$ cat src/rtl/skin_pkg.sv
`default_nettype none
// skin_pkg -- shared widths, mask levels and the inclusive window compare for skin_detect.
// Rev 1.0
package skin_pkg;

  localparam int DEF_XW   = 11;
  localparam int DEF_YW   = 11;
  localparam int DEF_CNTW = 21;

  localparam logic [7:0] SKIN_ON  = 8'hFF;
  localparam logic [7:0] SKIN_OFF = 8'h00;

  // A wrapped window accepts everything outside the open gap (hi, lo).
  function automatic logic in_window(input logic [7:0] val, input logic [7:0] lo,
                                     input logic [7:0] hi, input logic wrap);
    if (wrap) return (val >= lo) || (val <= hi);
    return (val >= lo) && (val <= hi);
  endfunction

endpackage
`default_nettype wire

$ cat src/rtl/skin_bbox_accum.sv
`default_nettype none
// skin_bbox_accum -- per-frame skin pixel count and bounding box, published and cleared at frame end.
// Rev 1.0
module skin_bbox_accum
  import skin_pkg::*;
#(
  parameter int XW   = DEF_XW,
  parameter int YW   = DEF_YW,
  parameter int CNTW = DEF_CNTW
) (
  input  logic            clk,
  input  logic            rst_n,
  input  logic            ce,
  input  logic            clear,
  input  logic            publish,
  input  logic            pix_valid,
  input  logic [XW-1:0]   pix_x,
  input  logic [YW-1:0]   pix_y,
  output logic [CNTW-1:0] skin_count,
  output logic [XW-1:0]   x_min,
  output logic [XW-1:0]   x_max,
  output logic [YW-1:0]   y_min,
  output logic [YW-1:0]   y_max,
  output logic            bbox_found,
  output logic            stats_valid
);

  logic [CNTW-1:0] cnt_q, cnt_d, cnt_out_q, cnt_out_d;
  logic [XW-1:0]   xmin_q, xmin_d, xmax_q, xmax_d, xmin_out_q, xmin_out_d, xmax_out_q, xmax_out_d;
  logic [YW-1:0]   ymin_q, ymin_d, ymax_q, ymax_d, ymin_out_q, ymin_out_d, ymax_out_q, ymax_out_d;
  logic            found_q, found_d, found_out_q, found_out_d, valid_q, valid_d;

  always_comb begin
    cnt_d       = cnt_q;
    xmin_d      = xmin_q;
    xmax_d      = xmax_q;
    ymin_d      = ymin_q;
    ymax_d      = ymax_q;
    found_d     = found_q;
    cnt_out_d   = cnt_out_q;
    xmin_out_d  = xmin_out_q;
    xmax_out_d  = xmax_out_q;
    ymin_out_d  = ymin_out_q;
    ymax_out_d  = ymax_out_q;
    found_out_d = found_out_q;
    valid_d     = 1'b0;
    if (ce) begin
      if (publish) begin
        cnt_out_d   = cnt_q;
        xmin_out_d  = xmin_q;
        xmax_out_d  = xmax_q;
        ymin_out_d  = ymin_q;
        ymax_out_d  = ymax_q;
        found_out_d = found_q;
        valid_d     = 1'b1;
      end
      if (clear) begin
        cnt_d   = '0;
        xmin_d  = '0;
        xmax_d  = '0;
        ymin_d  = '0;
        ymax_d  = '0;
        found_d = 1'b0;
      end
      // Evaluated after the clear so a pixel coinciding with frame end opens the new frame.
      if (pix_valid) begin
        if (!found_d) begin
          cnt_d   = CNTW'(1);
          xmin_d  = pix_x;
          xmax_d  = pix_x;
          ymin_d  = pix_y;
          ymax_d  = pix_y;
          found_d = 1'b1;
        end else begin
          if (cnt_d != '1) cnt_d = cnt_d + CNTW'(1);
          if (pix_x < xmin_d) xmin_d = pix_x;
          if (pix_x > xmax_d) xmax_d = pix_x;
          if (pix_y < ymin_d) ymin_d = pix_y;
          if (pix_y > ymax_d) ymax_d = pix_y;
        end
      end
    end
  end

  always_ff @(posedge clk or negedge rst_n) begin
    if (!rst_n) begin
      cnt_q       <= '0;
      xmin_q      <= '0;
      xmax_q      <= '0;
      ymin_q      <= '0;
      ymax_q      <= '0;
      found_q     <= 1'b0;
      cnt_out_q   <= '0;
      xmin_out_q  <= '0;
      xmax_out_q  <= '0;
      ymin_out_q  <= '0;
      ymax_out_q  <= '0;
      found_out_q <= 1'b0;
      valid_q     <= 1'b0;
    end else begin
      cnt_q       <= cnt_d;
      xmin_q      <= xmin_d;
      xmax_q      <= xmax_d;
      ymin_q      <= ymin_d;
      ymax_q      <= ymax_d;
      found_q     <= found_d;
      cnt_out_q   <= cnt_out_d;
      xmin_out_q  <= xmin_out_d;
      xmax_out_q  <= xmax_out_d;
      ymin_out_q  <= ymin_out_d;
      ymax_out_q  <= ymax_out_d;
      found_out_q <= found_out_d;
      valid_q     <= valid_d;
    end
  end

  assign skin_count  = cnt_out_q;
  assign x_min       = xmin_out_q;
  assign x_max       = xmax_out_q;
  assign y_min       = ymin_out_q;
  assign y_max       = ymax_out_q;
  assign bbox_found  = found_out_q;
  assign stats_valid = valid_q;

endmodule
`default_nettype wire

$ cat src/rtl/skin_detect.sv
`default_nettype none
// skin_detect -- HSV window skin classifier producing a 2-cycle binary mask stream plus per-frame stats.
// Rev 1.0
module skin_detect
  import skin_pkg::*;
#(
  parameter int XW   = DEF_XW,
  parameter int YW   = DEF_YW,
  parameter int CNTW = DEF_CNTW
) (
  input  logic            clk,
  input  logic            rst_n,
  input  logic            ce,
  input  logic            de_in,
  input  logic            hsync_in,
  input  logic            vsync_in,
  input  logic [7:0]      H,
  input  logic [7:0]      S,
  input  logic [7:0]      V,
  input  logic [7:0]      h_min,
  input  logic [7:0]      h_max,
  input  logic [7:0]      s_min,
  input  logic [7:0]      s_max,
  input  logic [7:0]      v_min,
  input  logic [7:0]      v_max,
  output logic [7:0]      mask_r,
  output logic [7:0]      mask_g,
  output logic [7:0]      mask_b,
  output logic            de_out,
  output logic            hsync_out,
  output logic            vsync_out,
  output logic [CNTW-1:0] skin_count,
  output logic [XW-1:0]   x_min,
  output logic [XW-1:0]   x_max,
  output logic [YW-1:0]   y_min,
  output logic [YW-1:0]   y_max,
  output logic            bbox_found,
  output logic            stats_valid
);

  logic          vs_prev_q, vs_prev_d, de_prev_q, de_prev_d;
  logic [XW-1:0] x_cnt_q, x_cnt_d, x_s1_q, x_s1_d;
  logic [YW-1:0] y_cnt_q, y_cnt_d, y_s1_q, y_s1_d;
  logic [7:0]    hmin_q, hmin_d, hmax_q, hmax_d, smin_q, smin_d;
  logic [7:0]    smax_q, smax_d, vmin_q, vmin_d, vmax_q, vmax_d;
  logic          hue_ok_q, hue_ok_d, sat_ok_q, sat_ok_d, val_ok_q, val_ok_d;
  logic          de_s1_q, de_s1_d, hs_s1_q, hs_s1_d, vs_s1_q, vs_s1_d, vsr_s1_q, vsr_s1_d;
  logic          de_s2_q, de_s2_d, hs_s2_q, hs_s2_d, vs_s2_q, vs_s2_d;
  logic [7:0]    mask_q, mask_d;
  logic          vs_rise, de_fall, skin;

  always_comb begin
    vs_rise  = vsync_in & ~vs_prev_q;
    de_fall  = ~de_in & de_prev_q;
    skin     = de_s1_q & hue_ok_q & sat_ok_q & val_ok_q;
    vs_prev_d = vs_prev_q;
    de_prev_d = de_prev_q;
    x_cnt_d  = x_cnt_q;
    y_cnt_d  = y_cnt_q;
    hmin_d   = hmin_q;
    hmax_d   = hmax_q;
    smin_d   = smin_q;
    smax_d   = smax_q;
    vmin_d   = vmin_q;
    vmax_d   = vmax_q;
    hue_ok_d = hue_ok_q;
    sat_ok_d = sat_ok_q;
    val_ok_d = val_ok_q;
    de_s1_d  = de_s1_q;
    hs_s1_d  = hs_s1_q;
    vs_s1_d  = vs_s1_q;
    vsr_s1_d = vsr_s1_q;
    x_s1_d   = x_s1_q;
    y_s1_d   = y_s1_q;
    de_s2_d  = de_s2_q;
    hs_s2_d  = hs_s2_q;
    vs_s2_d  = vs_s2_q;
    mask_d   = mask_q;
    if (ce) begin
      vs_prev_d = vsync_in;
      de_prev_d = de_in;
      if (de_in) begin
        if (x_cnt_q != '1) x_cnt_d = x_cnt_q + XW'(1);
      end else if (de_fall) begin
        x_cnt_d = '0;
      end
      if (vs_rise) y_cnt_d = '0;
      else if (de_fall && (y_cnt_q != '1)) y_cnt_d = y_cnt_q + YW'(1);
      // Shadows change only at frame start; this cycle still compares against the old window.
      if (vs_rise) begin
        hmin_d = h_min;
        hmax_d = h_max;
        smin_d = s_min;
        smax_d = s_max;
        vmin_d = v_min;
        vmax_d = v_max;
      end
      hue_ok_d = in_window(H, hmin_q, hmax_q, hmin_q > hmax_q);
      sat_ok_d = in_window(S, smin_q, smax_q, 1'b0);
      val_ok_d = in_window(V, vmin_q, vmax_q, 1'b0);
      de_s1_d  = de_in;
      hs_s1_d  = hsync_in;
      vs_s1_d  = vsync_in;
      vsr_s1_d = vs_rise;
      x_s1_d   = x_cnt_q;
      y_s1_d   = y_cnt_q;
      de_s2_d  = de_s1_q;
      hs_s2_d  = hs_s1_q;
      vs_s2_d  = vs_s1_q;
      mask_d   = skin ? SKIN_ON : SKIN_OFF;
    end
  end

  always_ff @(posedge clk or negedge rst_n) begin
    if (!rst_n) begin
      vs_prev_q <= 1'b0;
      de_prev_q <= 1'b0;
      x_cnt_q   <= '0;
      y_cnt_q   <= '0;
      hmin_q    <= '0;
      hmax_q    <= '0;
      smin_q    <= '0;
      smax_q    <= '0;
      vmin_q    <= '0;
      vmax_q    <= '0;
      hue_ok_q  <= 1'b0;
      sat_ok_q  <= 1'b0;
      val_ok_q  <= 1'b0;
      de_s1_q   <= 1'b0;
      hs_s1_q   <= 1'b0;
      vs_s1_q   <= 1'b0;
      vsr_s1_q  <= 1'b0;
      x_s1_q    <= '0;
      y_s1_q    <= '0;
      de_s2_q   <= 1'b0;
      hs_s2_q   <= 1'b0;
      vs_s2_q   <= 1'b0;
      mask_q    <= '0;
    end else begin
      vs_prev_q <= vs_prev_d;
      de_prev_q <= de_prev_d;
      x_cnt_q   <= x_cnt_d;
      y_cnt_q   <= y_cnt_d;
      hmin_q    <= hmin_d;
      hmax_q    <= hmax_d;
      smin_q    <= smin_d;
      smax_q    <= smax_d;
      vmin_q    <= vmin_d;
      vmax_q    <= vmax_d;
      hue_ok_q  <= hue_ok_d;
      sat_ok_q  <= sat_ok_d;
      val_ok_q  <= val_ok_d;
      de_s1_q   <= de_s1_d;
      hs_s1_q   <= hs_s1_d;
      vs_s1_q   <= vs_s1_d;
      vsr_s1_q  <= vsr_s1_d;
      x_s1_q    <= x_s1_d;
      y_s1_q    <= y_s1_d;
      de_s2_q   <= de_s2_d;
      hs_s2_q   <= hs_s2_d;
      vs_s2_q   <= vs_s2_d;
      mask_q    <= mask_d;
    end
  end

  skin_bbox_accum #(
    .XW  (XW),
    .YW  (YW),
    .CNTW(CNTW)
  ) u_accum (
    .clk        (clk),
    .rst_n      (rst_n),
    .ce         (ce),
    .clear      (vsr_s1_q),
    .publish    (vsr_s1_q),
    .pix_valid  (skin),
    .pix_x      (x_s1_q),
    .pix_y      (y_s1_q),
    .skin_count (skin_count),
    .x_min      (x_min),
    .x_max      (x_max),
    .y_min      (y_min),
    .y_max      (y_max),
    .bbox_found (bbox_found),
    .stats_valid(stats_valid)
  );

  assign mask_r    = mask_q;
  assign mask_g    = mask_q;
  assign mask_b    = mask_q;
  assign de_out    = de_s2_q;
  assign hsync_out = hs_s2_q;
  assign vsync_out = vs_s2_q;

endmodule
`default_nettype wire

$ cat config.mk
export PLATFORM = sky130hd
export DESIGN_NAME = skin_detect
export DESIGN_NICKNAME = d
export VERILOG_FILES = /design/src/rtl/skin_pkg.sv /design/src/rtl/skin_bbox_accum.sv /design/src/rtl/skin_detect.sv
export SDC_FILE = /design/constraint.sdc
export NUM_CORES = 1
export LEC_CHECK = 0
export ABC_AREA = 1
export BUFFER_PORTS_ARGS = -buffer_cell sky130_fd_sc_hd__buf_4
export CORE_MARGIN = 2
export CORE_UTILIZATION = 59
export CTS_CLUSTER_DIAMETER = 80
export DETAILED_ROUTE_END_ITERATION = 7
export PLACE_DENSITY = 0.83
export SYNTH_ARGS = -nofsm -noshare
export SYNTH_HDL_FRONTEND = slang
export SYNTH_HIERARCHICAL = 1
export SYNTH_SLANG_ARGS = --single-unit
$ cat constraint.sdc
create_clock -name clk -period 3.26 [get_ports clk]
set_input_delay 0.326 -clock clk [delete_from_list [all_inputs] [get_ports clk]]
set_output_delay 0.326 -clock clk [all_outputs]
set_load 0.05 [all_outputs]
---- Yosys cells after proc, flatten, opt, wreduce, memory -nomap -nowiden ----
Cells that the tools add are included.
storage, ports and cells
  register bits ........................... 243
  input port bits ......................... 78
  output and inout port bits .............. 94
  logic and storage cells ................. 110
cells by class
  add/sub/neg operators ................... 3
  order comparisons ....................... 11
  equal/unequal tests ..................... 4
  mux-type cells .......................... 40
  bitwise operators ....................... 7
  reduce and logical (&&, ||, !) cells .... 11
operators with widths
  cell                   number
  $mux 11                25
  $mux 21                5
  $ge 8x8->1             3
  $le 8x8->1             3
  $add 11x1->11 const B  2
  $gt 11x11->1           2
  $lt 11x11->1           2
  $ne 11x11->1 const B   2
  $add 21x1->21 const B  1
  $ne 21x21->1 const B   1
  $mux 1                 9
  $gt 8x8->1             1
  $mux 8                 1
  $reduce_and 2->1       3
  $and 1x1->1            5
  $logic_and 1x1->1      4
  $reduce_bool 2->1      2
  $reduce_and 3->1       1
  $ne 2x1->1 const B     1
  $not 1->1              2
  $logic_or 1x1->1       1

---- Longest topological paths before layout ----
Gate-level depths: netlist of the first run.
  depth in word-level cells ............... 6
  depth in mapped cells ................... 16

---- Cells and area by module ----
Netlist of the first run, hierarchy kept.
modules (own cells, without submodules)
  module           instances  cells each  area an instance (µm²)  sequential area each (µm²)
  skin_bbox_accum  1          1062        7731.2                  3328.2
  skin_detect      1          705         5818.1                  2577.5

---- Worst setup path before layout of the first run ----
No wires, ideal clock.
  path type ............................... flip-flop to flip-flop
  start ................................... reg vsr_s1_q
  end ..................................... reg u_accum.ymax_q[0]
  arrival time ............................ 2301 ps
  data required time ...................... 3142 ps
  setup slack ............................. 841 ps
  cell stages (with the launch flop) ...... 16
  path buffers ............................ 3
  cell sequence ........................... dfrtp_1 inv_2 buf_4 clkbuf_1 nand2_1 ha_1 nand2_1 nor2_1 nand4_1 nor2_1 nand3b_1 nand3_2 buf_4 o21ai_0 nand3_1 nand2_1
on the way
  cells in the longest elaborated chain, start to end .. 6
  elaborated cells between the ends (all ways) .. 8
  those cells by class .................... order compare (1); mux (7)
ends and longest elaborated chain
  what                    line                    source
  from (decl)             skin_detect.sv:47       logic de_s1_q, de_s1_d, hs_s1_q, hs_s1_d, vs_s1_q, vs_s1_d, vsr_s1_q, vsr_s1_d;
  from (signal assigned)  skin_detect.sv:156      vsr_s1_q <= vsr_s1_d;
  $mux 11                 skin_bbox_accum.sv:57   if (clear) begin
  $mux 11                 skin_bbox_accum.sv:47   if (ce) begin
  $gt 11x11->1            skin_bbox_accum.sv:79   if (pix_y > ymax_d) ymax_d = pix_y;
  $mux 11                 skin_bbox_accum.sv:79
  $mux 11                 skin_bbox_accum.sv:67   if (!found_d) begin
  $mux 11 (*)             skin_bbox_accum.sv:66   if (pix_valid) begin
  to (signal assigned)    skin_bbox_accum.sv:105  ymax_q <= ymax_d;
  to (decl)               skin_bbox_accum.sv:30   logic [YW-1:0] ymin_q, ymin_d, ymax_q, ymax_d, ymin_out_q, ymin_out_d, ymax_out_q, ymax_out_d;
Every way passes the cells marked *; elsewhere a longest branch is shown, timed or not. The select of a mux whose other input is x is not followed.
A chain may end at the register's enable or synchronous reset.

---- Final worst setup path of the first run ----
  start ................................... reg vsr_s1_q
  end ..................................... reg u_accum.xmax_q[4]
on the way
  cells in the longest elaborated chain, start to end .. 6
  elaborated cells between the ends (all ways) .. 8
  those cells by class .................... order compare (1); mux (7)
ends and longest elaborated chain
  what                  line                    source
  $mux 11               skin_bbox_accum.sv:57
  $mux 11               skin_bbox_accum.sv:47
  $gt 11x11->1          skin_bbox_accum.sv:77   if (pix_x > xmax_d) xmax_d = pix_x;
  $mux 11               skin_bbox_accum.sv:77
  $mux 11               skin_bbox_accum.sv:67
  $mux 11 (*)           skin_bbox_accum.sv:66
  to (signal assigned)  skin_bbox_accum.sv:103  xmax_q <= xmax_d;
  to (decl)             skin_bbox_accum.sv:29   logic [XW-1:0] xmin_q, xmin_d, xmax_q, xmax_d, xmin_out_q, xmin_out_d, xmax_out_q, xmax_out_d;
Marked as above.

==> results.md, run 1 <==
- The final-report hold violation count is 0.
- The final sum of negative setup slack is 0 ns.
- For the pin with the worst max-slew slack, the measured transition is 0.841 ns.
- The count of maximum capacitance violations is 0.
- The share of synthesized area in the top cell type comes to 43.6%.
- Counting instances, the worst hold path has a depth of 3.
- Setup repair after global routing left no endpoint under its margin.
- For this design the static power due to leakage is 8.29 nW.
- Using the TritonRoute via totals, the vias-per-cell ratio works out to 5.45.
- After synthesis, flip-flops and latches occupy 43.6% of the total area.
- The area growth from synthesis to layout is 17.9%.
- The highest layer used for signal routing is met4.
- Buffers inserted during clock tree synthesis total 26.
- The detailed-routed wire length on met3 is 2.46 mm.
- The number of antenna violations at the first check in global routing is 0.
- For this design the ratio of total power to cell area is 553 nW/µm².
- The register-to-register setup slack is 0.39 ns.
- The cell type contributing the most total cell area after synthesis is sky130_fd_sc_hd__dfrtp_1.
- The hold-critical path endpoint is smax_q[6]$_DFFE_PN0P_.
- The worst slack after detailed placement is 0.463 ns.
- After technology mapping, the gate count stands at 1767.
- After detailed routing, the met2 layer carries 15.7 mm of wire.
- The via count of the first global-routing pass was 11700.
- The startpoint identified for the worst register-to-register timing path is vsr_s1_q$_DFFE_PN0P_.
- The number of antenna diodes in the final layout is 0.
- The starting DRC count in detailed routing is 933.
- Measured along the y axis, the die boundary spans 156 µm.
- The root buffer cell chosen for the clock tree is sky130_fd_sc_hd__clkbuf_16.
- The wire length of the first global-routing pass is 55.6 mm.
- The routed layout has 12100 vias.
- In this run the deepest clock path goes through 3 buffers.
- The flip-flop and latch count after synthesis is 236.
- In this run the remaining antenna-violating nets after routing total 0.
- The minimum hold slack is 0.0140 ns.
- The run finished with clean final reports.
- The width of the die is 156 µm.
- The count of fill cells added during filler insertion is 1786.
- The type of the worst setup path is reg2reg.
- The signal on the critical path passes through inv_2 > buf_4 > nand2_1 > ha_1 > nand2_1 > nor2_1 > a31oi_1 > nand2_1 > nand3_1 > nand2_1 > nand2_1 > nand2_1 > nand2_1.
- The TritonCTS clock tree is yes.
- Detailed placement ended at an HPWL of 22.8 mm.
- The largest net degree at the start of global routing is 95.
- The final cycle utilization of the critical path is 88.1%.
- Data on the critical path is required at its endpoint by 3.68 ns.
- The top achievable clock speed is 348 MHz.
- The first detailed-routing pass took 5 iterations.
- Of the cells placed in the final design, the portion with a size suffix greater than 1 is 14.3%.
- The CTS H-tree depth is 1.
- The routed length per instance is 15.0 µm.
- By area, the combinational part of the netlist is dominated by simple AND/OR/NAND/NOR gates.
- The complex-gate fraction of the synthesized area is 8.98%.
- The area share of and/or/nand/nor cells after synthesis is 28.6%.
- The starting density of the core is 60.0%.
- The area enclosed by the die boundary is 24200 µm².
- 172 I/O pins were placed.
- The portion of synthesized area spent on multiplexers is 0%.
- The worst register-to-register path ends at u_accum/xmax_q[4]$_DFFE_PN0P_.
- The time the final worst path needs with I/O delays and setup is 2.87 ns.
- The worst register-to-register path has a depth of 13.
- The unique cell type count in the Yosys netlist is 40.
- In the final design database the tool counted 2084 nets.
- During placement, the flow inserted port buffers numbering 171.
- The critical path startpoint category is a register.
- The worst IR drop on VDD is 0.497 mV.
- Setup violations remaining at the end of the flow were counted as 0.
- The post-synthesis share of cell area spent on xor and xnor gates is 0.517%.
- The mapped netlist covers 13500 µm².
- The number of post-CTS setup repair buffers is 0.
- Between clock sinks in the finished design, the worst skew comes to 0.0170 ns.
- Counting every net in the synthesized netlist gives 1946.
- The average cell area after synthesis is 7.67 µm².
- The worst setup margin is 0.386 ns.
- The path class of the tightest hold or removal check is in2reg.
- Counting stages on the worst path, the most repeated cell is sky130_fd_sc_hd__nand2_1.
- For this block, the routed nets add up to 33.1 mm of wire.
- The latest clock arrival within the worst-skew pair is 0.54 ns.
- The adder-cell area share of the yosys netlist is 9.33%.
- The worst hold path begins at s_max[6].
- The count of pins over their slew limit was 0.
- The slowest stage cell on the critical path is sky130_fd_sc_hd__nand3_1.
- For this run, the number of Yosys warnings is 6.
- The clock-pin slew of the registers on the worst-case setup and hold paths is 0.06 ns.
- The remaining global-route overflow is 0.
- The maximum fanout along the worst path is 24.
- The post-detailed-route DRC marker count is 0.
- The worst slew slack as a fraction of its limit is 43.9%.
- Routability-driven placement finished with a final weighted congestion of 0.928.
- Ranked by total cell area, the synthesized netlist is headed by sky130_fd_sc_hd__dfrtp_1, sky130_fd_sc_hd__nand2_1, sky130_fd_sc_hd__ha_1, sky130_fd_sc_hd__inv_1, sky130_fd_sc_hd__nand3_1.
- The core region area is 22600 µm².
- The critical path capture point type is a register.
- STA puts the critical path data arrival time at 3.29 ns.
- The detailed-routing wirelength on met1 is 14.3 mm.
- The overall power after layout is 0.00883 W.
- The clock drives 236 sinks.
- The global-route total usage across every layer is 27.8%.
- In this design, the stage delay of the slowest critical-path cell is 0.44 ns.
- The number of standard-cell rows in the floorplan is 55.
-- worst max-delay path, delay by kind of cell, from the launching register on --
kind            cells  cell delay [ns]
compound gates      1             0.11
fa+ha+maj           1             0.28
buf+inv             2             0.59
flops               1             0.38
simple gates        9             1.39
-- layer usage --
layer | vias up | GRT usage [%]
li1 | 5954 | -
met1 | 5615 | 37.4
met2 | 421 | 47.0
met3 | 65 | 4.47
met4 | 0 | 7.65
met5 | - | 0
-- cell usage in the layout, fill, tap and decap left out, types with 7 or more instances in the layout --
| cell type | instances |
|---|---|
| sky130_fd_sc_hd__clkbuf_8 | 7 |
| sky130_fd_sc_hd__nand2_2 | 7 |
| sky130_fd_sc_hd__dfrtp_1 | 236 |
| sky130_fd_sc_hd__xor2_1 | 7 |
| sky130_fd_sc_hd__o21ai_1 | 59 |
| sky130_fd_sc_hd__nand2_1 | 584 |
| sky130_fd_sc_hd__nand3_1 | 107 |
| sky130_fd_sc_hd__nor2_1 | 110 |
| sky130_fd_sc_hd__nand3_2 | 10 |
| sky130_fd_sc_hd__inv_1 | 180 |
| sky130_fd_sc_hd__nor2_2 | 8 |
| sky130_fd_sc_hd__a31oi_1 | 10 |
| sky130_fd_sc_hd__nor3_1 | 14 |
| sky130_fd_sc_hd__nand4_1 | 40 |
| sky130_fd_sc_hd__dlygate4sd3_1 | 17 |
| sky130_fd_sc_hd__o21ai_0 | 96 |
| sky130_fd_sc_hd__clkbuf_16 | 27 |
| sky130_fd_sc_hd__buf_4 | 183 |
| sky130_fd_sc_hd__ha_1 | 101 |
| sky130_fd_sc_hd__a21oi_1 | 53 |
| sky130_fd_sc_hd__nand3b_1 | 9 |
-- repair_timing --
action                                 in CTS  in global routing
resized for setup                           0                  0
endpoints found under the hold margin      98                  0
hold buffers                               17                  0
-- power by group --
part	switching, W	internal [W]	leakage (nW)
sequential	0.000238	0.00328	3.12
clock	0.00118	0.00199	0.455
combinational	0.00142	0.000730	4.72
total	0.00284	0.00600	8.29
-- how the worst max path moves through the flow --
stage / start / end / slack (ns) / cells past startpoint
final: vsr_s1_q$_DFFE_PN0P_ / u_accum/xmax_q[4]$_DFFE_PN0P_ / 0.39 / 13
after global routing: vsr_s1_q$_DFFE_PN0P_ / u_accum/xmin_q[8]$_DFFE_PN0P_ / 0.10 / 14
after CTS: vsr_s1_q$_DFFE_PN0P_ / u_accum/xmin_q[8]$_DFFE_PN0P_ / 0.44 / 14
after detailed placement: vsr_s1_q$_DFFE_PN0P_ / u_accum/xmax_q[6]$_DFFE_PN0P_ / 0.46 / 13
after global placement: vsr_s1_q$_DFFE_PN0P_ / u_accum/xmax_q[3]$_DFFE_PN0P_ / 0.62 / 13
after floorplan: vsr_s1_q$_DFFE_PN0P_ / u_accum/ymax_q[0]$_DFFE_PN0P_ / 0.84 / 15
-- area by class of cell --
cell class	instances	area (µm²)	area share [%]
timing repair buffer	204	1620	10.1
tap	285	357	2.23
inverter	188	706	4.42
clock inverter	8	145	0.909
sequential	236	5910	37.0
multi-input combinational	1249	6450	40.4
clock buffer	40	795	4.97
-- synthesized netlist by cell type, drive strengths merged --
library cell,instances
nor3b,3
dfrtp,236
nand3,117
xor2,7
o211ai,1
o21a,4
or2,2
clkbuf,44
o21ai,156
nand4,40
a31oi,10
o22ai,5
o31ai,1
nand3b,9
xnor2,1
a21oi,54
ha,101
nor3,15
a21o,1
nand2,595
clkinv,2
nor2,124
inv,186
a21boi,1
buf,50
and2,2
-- metrics by stage --
| step | utilization [%] | instance area, µm² | cells |
|---|---|---|---|
| final | 70.8 | 16000 | 2210 |
| after global routing | 70.8 | 16000 | 2210 |
| after CTS | 70.8 | 16000 | 2210 |
| after detailed placement | 65.9 | 14900 | 2145 |
| after global placement | 65.9 | 14900 | 2145 |
| after floorplan | - | 13500 | 1767 |
-- logic make-up (layout without fill, tap and decap cells) --
group,Yosys count,in the layout
flops,236,236
buf+inv,282,440
simple gates,907,907
fa+ha+maj,101,101
compound gates,233,233
xor+xnor,8,8
-- flip-flops by register name, summed over array words and instances, names as in the netlist, 11 cells and up --
| name | flops |
|---|---|
| u_accum/cnt_q | 21 |
| u_accum/skin_count | 21 |
| u_accum/x_max | 11 |
| u_accum/x_min | 11 |
| u_accum/xmax_q | 11 |
| u_accum/xmin_q | 11 |
| u_accum/y_max | 11 |
| u_accum/y_min | 11 |
| u_accum/ymax_q | 11 |
| u_accum/ymin_q | 11 |
| x_cnt_q | 11 |
| x_s1_q | 11 |
| y_cnt_q | 11 |
| y_s1_q | 11 |
Power figures use the tool's default switching activity.
==> run 2: changes to the inputs <==
--- a/config.mk
+++ b/config.mk
@@ -7,11 +7,13 @@
 export LEC_CHECK = 0
 export ABC_AREA = 1
 export BUFFER_PORTS_ARGS = -buffer_cell sky130_fd_sc_hd__buf_4
+export CAP_MARGIN = 20
 export CORE_MARGIN = 2
-export CORE_UTILIZATION = 59
+export CORE_UTILIZATION = 25
+export CTS_BUF_LIST = sky130_fd_sc_hd__clkbuf_4 sky130_fd_sc_hd__clkbuf_8 sky130_fd_sc_hd__clkbuf_16
 export CTS_CLUSTER_DIAMETER = 80
 export DETAILED_ROUTE_END_ITERATION = 7
-export PLACE_DENSITY = 0.83
+export PLACE_DENSITY = 0.43
 export SYNTH_ARGS = -nofsm -noshare
 export SYNTH_HDL_FRONTEND = slang
 export SYNTH_HIERARCHICAL = 1
==> run 2 against run 1 <==
Against the previous run: clock-buffer cell count rose by 5; via count fell by 2.1%; global-route usage fell by 14 points; hold slack improved by 0.042 ns; utilization fell by 39 points; flip-flop and latch count did not move; final area rose by 6.6%; sequential power barely moved; maximum frequency rose by 1.8%; critical path depth did not move; clock power rose by 16%; critical path type unchanged; critical endpoint is now u_accum/xmax_q[3]$_DFFE_PN0P_; largest cell class unchanged; largest power group is now clock.
==> results.md, run 2 (synthesis gave the netlist of run 1 again) <==
- The run finished with clean final reports.
- The via-per-instance ratio is 4.43 (-19%).
- The multi-input combinational cell area is 6450 µm² (unchanged).
- The final sum of negative setup slack is 0 ns (unchanged).
- The dominant delay contributor by cell family on the critical path is simple AND/OR/NAND/NOR gates.
- The storage element area came to 5910 µm² (unchanged).
- In the layout the commonest cells are sky130_fd_sc_hd__nand2_1, sky130_fd_sc_hd__dfrtp_1, sky130_fd_sc_hd__buf_4.
- In this run the clock root is driven by a sky130_fd_sc_hd__clkbuf_16.
- The number of standard-cell rows in the floorplan is 85 (+55%).
- The count of pins over their slew limit came to 0 (unchanged).
- The data arrival at the endpoint of the critical path is 3.30 ns (about the same).
- The pin slew with the least headroom to its limit came to 0.877 ns (+0.0357 ns).
- The total wire length after detailed routing came to 38.5 mm (+16%).
- The number of top-level pins was 172 (unchanged).
- The leakage dissipation is 8.56 nW (+3.2%).
- The setup clock skew after layout came to 0.0214 ns (+0.00437 ns).
- The critical path capture point type is a register.
- The layout cell share with drive strength beyond 1 is 14.8% (+0.49 points).
- The last weighted congestion value of the routability-driven placer was 0.839 (-9.7%).
- The library cell used most frequently in the layout, excluding fill and tap cells, is sky130_fd_sc_hd__nand2_1.
- The clock-pin slew of the registers on the worst-case setup and hold paths is 0.06 ns (about the same).
- The final-report hold violation count is 0 (unchanged).
- The count of TritonRoute iterations in the first routing pass is 5 (unchanged).
- The remaining global-route overflow came to 0 (unchanged).
- The largest net degree at the start of global routing is 95 (unchanged).
- The number of post-CTS setup repair buffers is 0 (unchanged).
- The time the final worst path needs with I/O delays and setup was 2.82 ns (-0.0513 ns).
- The critical path startpoint category is a register.
- The starting density of the core was 25.2% (-35 points).
- The highest layer used for signal routing is met4.
- The TritonCTS clock tree is yes.
- The global-route total usage across every layer is 13.6% (-14 points).
- The longest individual stage delay on the worst path is 0.41 ns (-0.03 ns).
- The worst slew slack as a fraction of its limit came to 41.5% (-2.4 points).
- The routed length per instance is 14.5 µm (-3.6%).
- The area enclosed by the die boundary came to 56100 µm² (+130%).
- The core region area is 53700 µm² (+140%).
- The layout overhead on the synthesized area is 25.7%.
- The latest clock arrival within the worst-skew pair is 0.59 ns (+0.05 ns).
- The top achievable clock speed is 354 MHz (+1.8%).
- The number of sinks on the clock net is 236 (unchanged).
- The final HPWL from detailed placement is 27.5 mm (+20%).
- The met2 wire length came to 17.3 mm (+10%).
- The final layout net count came to 2123 (+1.9%).
- The detailed-routed wire length on met3 was 1.88 mm (-24%).
- The detailed-routing wirelength on met1 is 18.5 mm (+29%).
- The antenna diode count is 0 (unchanged).
- The width of the die came to 237 µm (+52%).
- The final cycle utilization of the critical path is 86.6% (-1.6 points).
- Walking the worst path, the cells encountered are inv_2 > buf_12 > nand2_1 > ha_1 > nand2_1 > nor2_1 > a31oi_1 > nand2_1 > nand3_1 > nand2_1 > nand2_1 > nand2_1 > nand2_1.
- The remaining antenna violation count is 0 (unchanged).
- The worst IR drop on VDD is 0.404 mV (-19%).
- Setup repair after global routing left no endpoint under its margin.
- The count of fill cells added during filler insertion is 5768 (+220%).
- The maximum fanout along the worst path is 24 (unchanged).
- The count of buffers from port buffering is 171 (unchanged).
- The buffers plus inverters on the worst setup path was 2 (unchanged).
- The number of vias after detailed routing was 11800 (-2.1%).
- The number of antenna violations at the first check in global routing is 0 (unchanged).
- The type of the worst setup path is reg2reg.
- The wire length of the first global-routing pass is 62.5 mm (+12%).
- The required arrival time at the worst endpoint is 3.74 ns (+0.06 ns).
- The maximum buffer depth of the clock tree is 3 (unchanged).
- The y dimension of the die is 237 µm (+52%).
- The power density over the cells was 551 nW/µm² (-0.30%).
- The final count of negative-setup-slack endpoints is 0 (unchanged).
- The count of maximum capacitance violations is 0 (unchanged).
- The minimum hold slack was 0.0562 ns (+0.0422 ns).
- The slowest stage cell on the critical path is sky130_fd_sc_hd__nand3_1.
- The number of buffers inserted during clock tree synthesis came to 31 (+19%).
- The path class of the tightest hold or removal check is in2reg.
- The starting DRC count in detailed routing is 498 (-47%).
- The CTS H-tree depth is 1 (unchanged).
- The post-detailed-route DRC marker count came to 0 (unchanged).
- The via count of the first global-routing pass came to 11800 (+0.83%).
- Among the stages of the critical path, the cell type that occurs most often is sky130_fd_sc_hd__nand2_1.
-- run 2: cell type report --
cell class	instances	area share (%)
inverters	188	4.14
flip-flops and latches	236	34.7
multi-input cells	1249	37.8
clock inverters	13	1.12
well taps	696	5.11
clock buffers	45	5.46
repair buffers	238	11.6
-- run 2: path summary, 6_finish.rpt --
kind | startpoint | endpoint | slack, ns | depth (start not counted)
min in group asynchronous | rst_n | u_accum/x_min[10]$_DFFE_PN0P_ | 0.31 | 2
setup / recovery | vsr_s1_q$_DFFE_PN0P_ | u_accum/xmax_q[3]$_DFFE_PN0P_ | 0.44 | 13
max in group asynchronous | rst_n | vmin_q[3]$_DFFE_PN0P_ | 2.10 | 3
setup reg to reg | vsr_s1_q$_DFFE_PN0P_ | u_accum/xmax_q[3]$_DFFE_PN0P_ | 0.44 | 13
hold reg to reg | hs_s1_q$_DFFE_PN0P_ | hs_s1_q$_DFFE_PN0P_ | 0.47 | 2
hold / removal | de_in | x_cnt_q[1]$_DFFE_PN0P_ | 0.06 | 3
-- run 2: timing repair --
item,CTS,global route
gates resized for setup,0,0
hold buffers,51,0
endpoints found under the hold margin,127,0
-- run 2: report_power, final --
group	total (W)	internal [W]	leakage (nW)	switching, W
sequential	0.00352	0.00328	3.12	0.000239
combinational	0.00218	0.000755	4.87	0.00143
clock	0.00369	0.00230	0.566	0.00139
total	0.00939	0.00633	8.56	0.00306
-- run 2: per-stage QoR --
stage	utilization (%)	setup WS, ns	total power, W	instance area [µm²]	cells
6_report	31.7	0.438	0.00939	17000	2665
3_5_place_dp	28.7	0.415	0.00574	15400	2556
3_3_place_gp	28.7	0.499	0.00571	15400	2556
2_1_floorplan	-	0.841	0.00499	13500	1767
5_1_grt	31.7	0.123	0.00998	17000	2665
4_1_cts	31.7	0.404	0.00959	17000	2665
-- run 2: worst reg2reg max path, cell delays in order (launching register included) --
cell and delay, ns:
sky130_fd_sc_hd__dfrtp_1 0.38, sky130_fd_sc_hd__inv_2 0.34, sky130_fd_sc_hd__buf_12 0.23, sky130_fd_sc_hd__nand2_1 0.10
sky130_fd_sc_hd__ha_1 0.30, sky130_fd_sc_hd__nand2_1 0.08, sky130_fd_sc_hd__nor2_1 0.15, sky130_fd_sc_hd__a31oi_1 0.10
sky130_fd_sc_hd__nand2_1 0.31, sky130_fd_sc_hd__nand3_1 0.41, sky130_fd_sc_hd__nand2_1 0.15, sky130_fd_sc_hd__nand2_1 0.06
sky130_fd_sc_hd__nand2_1 0.05, sky130_fd_sc_hd__nand2_1 0.05
-- run 2: routing by layer --
metal | up-vias | GRT usage [%]
met3 | 50 | 2.83
li1 | 6044 | -
met5 | - | 0
met1 | 5501 | 18.3
met4 | 0 | 3.43
met2 | 210 | 22.2
==> run 3: changes to the inputs <==
--- a/config.mk
+++ b/config.mk
@@ -10,7 +10,7 @@
 export CAP_MARGIN = 20
 export CORE_MARGIN = 2
 export CORE_UTILIZATION = 25
-export CTS_BUF_LIST = sky130_fd_sc_hd__clkbuf_4 sky130_fd_sc_hd__clkbuf_8 sky130_fd_sc_hd__clkbuf_16
+export CTS_BUF_LIST = sky130_fd_sc_hd__clkbuf_4
 export CTS_CLUSTER_DIAMETER = 80
 export DETAILED_ROUTE_END_ITERATION = 7
 export PLACE_DENSITY = 0.43
==> run 3 against run 2 <==
Against the previous run: wire length up 1.2%; clock power down 21%; combinational power about the same; critical path depth unchanged; critical endpoint is now u_accum/xmax_q[9]$_DFFE_PN0P_; clock skew up 0.027 ns; final area down 1.2%.
==> results.md, run 3 (synthesis gave the netlist of run 1 again) <==
- Among all stages on the critical path, the largest delay is contributed by sky130_fd_sc_hd__nand3_1.
- The maximum fanout along the worst path is 24 (unchanged).
- The total wire length after detailed routing is 39.0 mm (+1.2%).
- The final-report hold violation count is 0 (unchanged).
- The worst setup margin is 0.413 ns (-0.0249 ns).
- The most common cell after layout, fill and taps aside is sky130_fd_sc_hd__nand2_1.
- The remaining global-route overflow came to 0 (unchanged).
- The share of the core filled with cells in the final layout was 31.3% (-0.38 points).
- The time the final worst path needs with I/O delays and setup is 2.85 ns (+0.0249 ns).
- The worst slew slack as a fraction of its limit is 41.5% (about the same).
- The count of fill cells added during filler insertion is 5805 (+0.64%).
- The global-route total usage across every layer was 14.1% (+0.48 points).
- The number of standard-cell rows in the floorplan is 85 (unchanged).
- The largest net degree at the start of global routing is 95 (unchanged).
- The y dimension of the die came to 237 µm (unchanged).
- The top cell types in the final layout, fill and taps aside, are sky130_fd_sc_hd__nand2_1, sky130_fd_sc_hd__dfrtp_1, sky130_fd_sc_hd__buf_4.
- The final cycle utilization of the critical path is 87.3% (+0.76 points).
- The maximum buffer depth of the clock tree is 3 (unchanged).
- The final layout net count is 2171 (+2.3%).
- STA classifies the critical path startpoint as a register.
- Setup repair after global routing left no endpoint under its margin.
- The met1 usage in global routing was 18.0% (-0.25 points).
- The via count of the first global-routing pass was 12300 (+3.9%).
- The core region area is 53700 µm² (unchanged).
- Relative to the synthesized area, the layout overhead comes to 24.3%.
- The clock-pin slew of the registers on the worst-case setup and hold paths is 0.05 ns (about the same).
- The top achievable clock speed came to 351 MHz (-0.87%).
- The wire length of the first global-routing pass is 63.6 mm (+1.8%).
- The critical path capture point type is a register.
- The area enclosed by the die boundary is 56100 µm² (unchanged).
- The final count of negative-setup-slack endpoints was 0 (unchanged).
- The latest clock arrival within the worst-skew pair is 0.78 ns (+0.19 ns).
- The worst hold-check path type is in2reg.
- The routed length per instance is 14.3 µm (-1.3%).
- The power density over the cells was 513 nW/µm² (-7.0%).
- The number of vias after detailed routing is 12200 (+3.0%).
- The layout cell share with drive strength beyond 1 came to 17.1% (+2.3 points).
- TritonCTS built the clock tree.
- The number of buffers inserted during clock tree synthesis came to 77 (+150%).
- The width of the die is 237 µm (unchanged).
- The final instance area is 16800 µm² (-1.2%).
- The leakage dissipation was 8.54 nW (-0.23%).
- The flow ran to the end, and the final reports show no timing, DRC or antenna violations.
- The post-detailed-route DRC marker count was 0 (unchanged).
- The pin slew with the least headroom to its limit is 0.877 ns (+0.000481 ns).
- The final HPWL from detailed placement is 27.5 mm (unchanged).
- The last weighted congestion value of the routability-driven placer came to 0.839 (unchanged).
- The longest individual stage delay on the worst path is 0.44 ns (+0.03 ns).
- The number of top-level pins is 172 (unchanged).
- The setup clock skew after layout is 0.0486 ns (+0.0272 ns).
- The starting density of the core is 25.2% (unchanged).
- The post-cts gate resize count is 0 (unchanged).
- The CTS H-tree depth is 3 (+2).
- The global routing met3 resource utilization is 4.26% (+1.4 points).
- The type of the worst setup path is reg2reg.
- The placed cell area was 15400 µm² (unchanged).
- The count of buffers from port buffering came to 171 (unchanged).
- The count of TritonRoute iterations in the first routing pass is 5 (unchanged).
- Clock tree synthesis selected as its root buffer the cell sky130_fd_sc_hd__clkbuf_4.
- The remaining antenna violation count is 0 (unchanged).
- The count of maximum capacitance violations came to 0 (unchanged).
- The starting DRC count in detailed routing is 515 (+3.4%).
- The via-per-instance ratio came to 4.45 (+0.39%).
- The most numerous cell on the critical path is sky130_fd_sc_hd__nand2_1.
- The signal on the critical path passes through inv_2 > buf_12 > nand2_1 > ha_1 > nand2_1 > nor2_1 > a31oi_1 > nand2_1 > nand3_1 > nand2_1 > nand2_1 > nand2_1 > nand2_1.
- The count of pins over their slew limit is 0 (unchanged).
- The layer flagged by global routing as most heavily used is met2.
- The met2 usage is 22.3% (+0.098 points).
- The worst slack after detailed placement is 0.415 ns (unchanged).
- The number of antenna violations at the first check in global routing is 2 (+2).
- The data arrival at the endpoint of the critical path is 3.49 ns (+0.19 ns).
- The number of sinks on the clock net is 236 (unchanged).
- The worst IR drop on VDD is 0.235 mV (-42%).
- The required arrival time at the worst endpoint is 3.90 ns (+0.16 ns).
- The final sum of negative setup slack is 0 ns (unchanged).
[run 3: cell count changes in the layout (fill, tap and decap cells not counted), sizes merged]
| cell | before | now |
|---|---|---|
| clkbuf | 45 | 109 |
| diode | 0 | 4 |
| bufinv | 4 | 1 |
| dlygate4sd3 | 51 | 53 |
| clkinvlp | 0 | 1 |
[run 3: worst max-delay path: cells and delay by family, from the launching register on]
kind | cells | cell delay [ns]
and+or+nand+nor | 9 | 1.40
buffers and inverters | 2 | 0.56
DFF | 1 | 0.39
adders and majority gates | 1 | 0.30
AOI/OAI and AO/OA | 1 | 0.10
[run 3: layout make-up]
cell class | count | area, µm² | share of cell area, %
Multi-Input combinational cell | 1249 | 6450 | 38.3
Tap cell | 696 | 871 | 5.17
Sequential cell | 236 | 5910 | 35.1
Clock buffer | 109 | 818 | 4.86
Antenna cell | 4 | 10.0 | 0.0595
Clock inverter | 11 | 72.6 | 0.431
Timing Repair Buffer | 240 | 2000 | 11.9
Inverter | 188 | 706 | 4.19
[run 3: timing repair]
item / in CTS / in global routing
hold buffers: 53 / 0
setup buffers: 0 / 0
endpoints found under the hold margin: 160 / 0
[run 3: worst paths after layout]
| kind | from | to | slack (ns) | depth (start not counted) |
|---|---|---|---|---|
| max | vsr_s1_q$_DFFE_PN0P_ | u_accum/xmax_q[9]$_DFFE_PN0P_ | 0.41 | 13 |
| min | S[7] | sat_ok_q$_DFFE_PN0P_ | 0.13 | 6 |
| max reg2reg | vsr_s1_q$_DFFE_PN0P_ | u_accum/xmax_q[9]$_DFFE_PN0P_ | 0.41 | 13 |
| min reg2reg | hs_s1_q$_DFFE_PN0P_ | hs_s1_q$_DFFE_PN0P_ | 0.47 | 2 |
| max in group asynchronous | rst_n | vmin_q[0]$_DFFE_PN0P_ | 2.25 | 3 |
| min in group asynchronous | rst_n | u_accum/x_min[10]$_DFFE_PN0P_ | 0.15 | 2 |
[run 3: metal layers]
| layer | share of wire [%] | routed length, µm |
|---|---|---|
| met1 | 47 | 18500 |
| met2 | 45 | 17500 |
| met4 | 2.3 | 902 |
| met3 | 5.4 | 2100 |
| met5 | 0 | 0 |
[run 3: per-stage QoR]
stage | power, W | std cells | hold slack, ns
after CTS | 0.00886 | 2729 | 0.0372
after global placement | 0.00571 | 2556 | 0.381
after detailed placement | 0.00574 | 2556 | 0.393
after global routing | 0.00933 | 2733 | 0.0694
final | 0.00863 | 2733 | 0.134
after floorplan | 0.00499 | 1767 | 0.0304
[run 3: power by group]
group          switching [W]  leakage, nW  total, W  internal, W
sequential          0.000240         3.12   0.00352      0.00328
clock                0.00135        0.538   0.00293      0.00158
combinational        0.00143         4.88   0.00218     0.000757
total                0.00301         8.54   0.00863      0.00562
